**src/rtl/fetch_sequencer.sv**
```systemverilog
// Sequential instruction fetch front end.
// Owns the fetch PC, issues word-aligned fetch requests, and buffers in-order
// responses, tagged with their PC, for decode. A redirect flushes buffered
// entries and discards any responses still in flight.
module fetch_sequencer #(
   parameter logic [31:0] RESET_PC  = 32'h0000_0000,
   parameter int unsigned BUF_DEPTH = 2,
   parameter int unsigned CNT_W     = 4
) (
   input  logic        clk,
   input  logic        rst_n,
   input  logic        halt,
   input  logic        redirect,
   input  logic [31:0] redirect_pc,
   output logic        imem_req_valid,
   input  logic        imem_req_ready,
   output logic [31:0] imem_addr,
   input  logic        imem_rsp_valid,
   input  logic [31:0] imem_rsp_data,
   output logic        inst_valid,
   input  logic        inst_ready,
   output logic [31:0] inst,
   output logic [31:0] inst_pc,
   output logic        busy
);

   localparam int unsigned      PTR_W    = (BUF_DEPTH > 1) ? $clog2(BUF_DEPTH) : 1;
   localparam int unsigned      INF_W    = CNT_W + 1;
   localparam logic [PTR_W-1:0] LAST_PTR = PTR_W'(BUF_DEPTH - 1);
   localparam logic [INF_W-1:0] DEPTH_W  = INF_W'(BUF_DEPTH);

   typedef enum logic {
      ST_FETCH = 1'b0,
      ST_DRAIN = 1'b1
   } state_t;

   state_t           r_state;
   logic [31:0]      r_fetch_pc;
   logic [CNT_W-1:0] r_outstanding;
   logic [CNT_W-1:0] r_drop_cnt;
   logic [CNT_W-1:0] r_count;
   logic [PTR_W-1:0] r_rd_ptr;
   logic [PTR_W-1:0] r_wr_ptr;
   logic [PTR_W-1:0] r_tag_rd_ptr;
   logic [PTR_W-1:0] r_tag_wr_ptr;
   logic [31:0]      r_data_mem [BUF_DEPTH];
   logic [31:0]      r_pc_mem   [BUF_DEPTH];
   logic [31:0]      r_tag_mem  [BUF_DEPTH];

   logic [INF_W-1:0] w_inflight;
   logic             w_req_valid;
   logic             w_accept;
   logic             w_rsp_keep;
   logic             w_rsp_drop;
   logic             w_push;
   logic             w_pop;
   logic [CNT_W-1:0] w_out_after_rsp;
   logic [CNT_W-1:0] w_out_next;
   logic [CNT_W-1:0] w_drop_next;
   logic [CNT_W-1:0] w_count_next;
   logic [31:0]      w_redirect_tgt;

   function automatic logic [PTR_W-1:0] f_inc(input logic [PTR_W-1:0] p);
      return (p == LAST_PTR) ? '0 : p + PTR_W'(1);
   endfunction

   // Request gating, handshakes and next-value arithmetic for the counters.
   always_comb begin
      w_inflight      = {1'b0, r_outstanding} + {1'b0, r_count};
      // rst_n in the gate forces the request low as soon as reset asserts,
      // without waiting for a clock edge.
      w_req_valid     = rst_n && (r_state == ST_FETCH) && !halt && !redirect &&
                        (w_inflight < DEPTH_W);
      w_accept        = w_req_valid && imem_req_ready;
      w_rsp_keep      = imem_rsp_valid && (r_drop_cnt == '0);
      w_rsp_drop      = imem_rsp_valid && (r_drop_cnt != '0);
      w_push          = w_rsp_keep && !redirect;
      w_pop           = (r_count != '0) && inst_ready && !redirect;
      w_out_after_rsp = r_outstanding - CNT_W'(imem_rsp_valid);
      w_out_next      = r_outstanding + CNT_W'(w_accept) - CNT_W'(imem_rsp_valid);
      w_drop_next     = r_drop_cnt - CNT_W'(w_rsp_drop);
      w_count_next    = r_count + CNT_W'(w_push) - CNT_W'(w_pop);
      w_redirect_tgt  = redirect_pc & 32'hFFFF_FFFC;
   end

   // Control state: fetch PC, counters, FIFO pointers and FETCH/DRAIN state.
   always_ff @(posedge clk or negedge rst_n) begin
      if (!rst_n) begin
         r_state       <= ST_FETCH;
         r_fetch_pc    <= RESET_PC;
         r_outstanding <= '0;
         r_drop_cnt    <= '0;
         r_count       <= '0;
         r_rd_ptr      <= '0;
         r_wr_ptr      <= '0;
         r_tag_rd_ptr  <= '0;
         r_tag_wr_ptr  <= '0;
      end else if (redirect) begin
         // Every request still outstanding after this cycle's response (which
         // is itself discarded) belongs to the abandoned path, so the new
         // drop count equals the remaining outstanding count.
         r_fetch_pc    <= w_redirect_tgt;
         r_outstanding <= w_out_after_rsp;
         r_drop_cnt    <= w_out_after_rsp;
         r_state       <= (w_out_after_rsp != '0) ? ST_DRAIN : ST_FETCH;
         r_count       <= '0;
         r_rd_ptr      <= '0;
         r_wr_ptr      <= '0;
         r_tag_rd_ptr  <= '0;
         r_tag_wr_ptr  <= '0;
      end else begin
         if (w_accept) begin
            r_fetch_pc   <= r_fetch_pc + 32'd4;
            r_tag_wr_ptr <= f_inc(r_tag_wr_ptr);
         end
         if (w_push) begin
            r_wr_ptr     <= f_inc(r_wr_ptr);
            r_tag_rd_ptr <= f_inc(r_tag_rd_ptr);
         end
         if (w_pop) begin
            r_rd_ptr <= f_inc(r_rd_ptr);
         end
         r_outstanding <= w_out_next;
         r_drop_cnt    <= w_drop_next;
         r_count       <= w_count_next;
         r_state       <= (w_drop_next != '0) ? ST_DRAIN : ST_FETCH;
      end
   end

   // Storage for request tags and buffered {instruction, pc} entries.
   always_ff @(posedge clk) begin
      if (w_accept) begin
         r_tag_mem[r_tag_wr_ptr] <= r_fetch_pc;
      end
      if (w_push) begin
         r_data_mem[r_wr_ptr] <= imem_rsp_data;
         r_pc_mem[r_wr_ptr]   <= r_tag_mem[r_tag_rd_ptr];
      end
   end

   assign imem_req_valid = w_req_valid;
   assign imem_addr      = r_fetch_pc;
   assign inst_valid     = (r_count != '0);
   assign inst           = inst_valid ? r_data_mem[r_rd_ptr] : '0;
   assign inst_pc        = inst_valid ? r_pc_mem[r_rd_ptr]   : '0;
   assign busy           = (r_outstanding != '0) || (r_state == ST_DRAIN);

endmodule

```
**config.mk**
```make
export PLATFORM = sky130hd
export DESIGN_NAME = fetch_sequencer
export DESIGN_NICKNAME = d
export VERILOG_FILES = /design/src/rtl/fetch_sequencer.sv
export SDC_FILE = /design/constraint.sdc
export NUM_CORES = 1
export LEC_CHECK = 0
export CAP_MARGIN = 40
export CELL_PAD_IN_SITES_DETAIL_PLACEMENT = 0
export CELL_PAD_IN_SITES_GLOBAL_PLACEMENT = 1
export CORE_MARGIN = 5
export CORE_UTILIZATION = 44
export CTS_CLUSTER_SIZE = 14
export DETAILED_ROUTE_END_ITERATION = 10
export GPL_ROUTABILITY_DRIVEN = 0
export PLACE_DENSITY = 0.84
export SYNTH_ARGS = -nofsm -noshare
export SYNTH_HDL_FRONTEND = slang
export SYNTH_SLANG_ARGS = --single-unit
```
**constraint.sdc**
```tcl
create_clock -name clk -period 5.4 [get_ports clk]
set_input_delay 0.54 -clock clk [delete_from_list [all_inputs] [get_ports clk]]
set_output_delay 0.54 -clock clk [all_outputs]
set_load 0.02 [all_outputs]
```
==> results by group <==
Synth
  • Top area cells in the synthesized netlist: edfxtp_1 (55%), dfrtp_1 (12%), mux2i_1 (7.2%), mux2_2 (3.4%), nor2_1 (3.3%)
  • Synth Area in Simple Gates: 9.93%
  • Main combinational cell family by area after synthesis: multiplexers
  • EDFF count, synth: 184
  • Mux cell area share after synthesis: 10.6%
  • Mean Syn Cell Area: 14.1 um^2
  • Netlist cell types: 59
  • Dominant synthesized flop cell: edfxtp_1
  • FF+latch count, synth: 231
  • Synth Area in Adders: 2.98%
  • Synth Cell Area: 10000 um^2
  • Gate Count Post-Synth: 708
  • Yosys top cell by area: edfxtp_1
  • Post-synthesis sequential area ratio: 67.0%
  • Compound-gate portion of the synthesized area: 5.64%
  • Post-Synth XOR/XNOR Area: 0.963%
  • Synth top area share: 55.2%
  • YS warnings: 0
  • Post-synth ARST share: 20.3%

Final layout
  • Ant diodes: 0
  • Core Util, Final: 56.7%
  • Commonest non-fill, non-tap cell in the layout: edfxtp_1
  • Sequential cell area: 6710 um^2
  • Non-Filler Instances: 1182
  • Most frequent cells in the layout: edfxtp_1 (184), clkdlybuf4s50_1 (161), nor2_1 (83), mux2i_1 (72), dfrtp_1 (46)
  • Final nets: 971
  • P&R area growth vs syn: 27.5%
  • Fillcell total: 1840
  • Multi-input gate area in the final layout: 3050 um^2
  • Layout cell share with drive strength beyond 1: 11.9%

Worst setup path
  • Levels on crit path: 6
  • Crit-path cells: inv_1, fa_1, nor4b_2, o211a_4, and2_1, clkdlybuf4s50_1
  • R2R depth: 7
  • WP buf/inv: 2
  • Arrival @ worst endpoint: 3000 ps
  • R2R Path Start: r_outstanding[1]$_DFF_PN0_
  • CP startpoint kind: register
  • CP max FO: 7
  • Delay-heaviest family, CP: buffers and inverters
  • CP startpoint: r_outstanding[1]$_DFF_PN0_
  • Max stage delay cell, worst path: clkdlybuf4s50_1
  • WS Path Type: register to output port
  • Crit path capture type: output port
  • Worst Path Required: 4860 ps
  • Largest stage delay on the critical path: 610 ps

Timing
  • Fin. Hold Viols: 0
  • Least-Margin Pin Slew: 843 ps
  • Period minus WS final: 3540 ps
  • Final setup fails: 0
  • Clk_skew: 16.9 ps
  • Fin crit share: 65.5%
  • Slew margin rel.: 43.8%
  • RSZ-0062 raised after global routing: no
  • WHS: 180 ps
  • Max Clk Rate: 0.283 GHz
  • Final TNS setup: 0 ps
  • Slew Limit Fails: 0

Clock network
  • H-tree depth: 1
  • Bufs on Longest Clock Path: 3
  • Reg clk slew, reported paths: 60 ps
  • Skew-Pair Late Insertion Delay: 510 ps
  • Sink Count: 231
  • CTS root buf: clkbuf_16
  • Num CTS Buffers: 25
  • TritonCTS clock tree: done
  • # resized after CTS: 0
  • Postcts setup bufs: 0
  • Cts hold-fix bufs: 0

Route
  • Initial drt markers: 266
  • Final ANT Viol Nets: 0
  • Vias per cell: 5.17
  • Via Count: 6114
  • Detailed-route wire length per cell: 18.8 um
  • Routed WL: 22200 um
  • TritonRoute pass-1 iters: 6
  • DRC: 0

GRT
  • GR Util All Layers: 16.9%
  • Initial antenna violation count: 0
  • Grt ovf: 0
  • Vias in the first global route: 6303
  • Largest net degree at the start of global routing: 63
  • First-pass GRT wire length: 34900 um

Run
  • Max-cap violations: 0

Pwr
  • Power per cell area: 437 nW/um^2
  • Static Leak: 0.00455 uW
  • VDD IR max: 0.250 mV
  • Tot Pwr: 5580 uW

Floorplan
  • Initial Util: 44.5%
  • Die Wd: 161 um
  • Core area: 22500 um^2
  • Die area: 25900 um^2
  • IO Pins: 170
  • Die Y: 161 um
  • Rows: 55

Placed design
  • Post-DP HPWL: 14600 um
  • IO buf count: 163
  • Placed insts: 1136

Outcome
  • Status: finished, final reports clean

Min path
  • Hold WC Path Type: primary input to asynchronous set/reset pin
cell families after synthesis:
kind of cell | Yosys count
flops | 231
simple gates | 192
mux | 102
compound gates | 83
buf+inv | 66
fa+ha+maj | 22
xor+xnor | 11
other cells | 1
state kept, by name, summed over array words and instances, names as in the netlist:
register / count
r_data_mem: 64
r_pc_mem: 60
r_tag_mem: 60
imem_addr: 30
r_count: 4
r_drop_cnt: 4
r_outstanding: 4
r_rd_ptr: 1
r_state: 1
r_tag_rd_ptr: 1
r_tag_wr_ptr: 1
r_wr_ptr: 1
where the power goes:
part / total, uW / internal, uW / switching (uW)
Clock: 1680 / 1010 / 672
Combinational: 1750 / 813 / 935
Sequential: 2150 / 2000 / 144
Total: 5580 / 3830 / 1750
path summary, 6_finish.rpt:
check | endpoint | slack [ps]
min in group clk | r_pc_mem[0][15]$_DFFE_PP_ | 560
hold reg to reg | r_pc_mem[0][15]$_DFFE_PP_ | 560
hold / removal | r_drop_cnt[1]$_DFF_PN0_ | 180
max in group asynchronous | r_rd_ptr$_DFFE_PN0P_ | 4720
setup / recovery | imem_req_valid | 1860
setup reg to reg | r_tag_mem[1][11]$_DFFE_PP_ | 1970
per-stage QoR:
stage	worst slack, ps	area, um^2
after CTS	1820	12800
after global placement	1940	11900
final	1860	12800
after global routing	1710	12800
after detailed placement	1880	11900
after floorplan	1360	10000
cell type report:
cell class,instances,area share (%)
clock buffers,29,5.10
clock inverters,17,1.39
inverters,33,0.971
flip-flops and latches,231,52.6
multi-input cells,414,23.9
repair buffers,173,13.3
well taps,285,2.80
cells in the mapped netlist (7+ instances only):
cell,count
edfxtp_1,184
nor2_1,87
mux2i_1,72
dfrtp_1,47
nand2_1,38
inv_1,32
mux2_2,30
ha_1,19
a21oi_1,17
o21ai_0,15
clkbuf_1,13
buf_1,12
nand3_1,10
nand4_1,10
a21o_1,7
o211ai_1,7
xnor2_1,7
routing by layer:
metal	track usage, %	part of all wire, %	vias to the layer above
met4	3.45	1.3	0
met3	2.72	4.8	18
met5	0	0	-
met2	29.8	50	142
li1	-	-	2961
met1	22.2	44	2993
worst reg2reg max path, stage by stage, from the launching register on:
cell and delay [ps]:
dfrtp_1 430, inv_1 170, fa_1 550, nor4b_2 300, o21a_1 170, nand4_1 350, nor2_2 680, buf_4 430
Note: power is estimated with default switching activity, not from simulation.
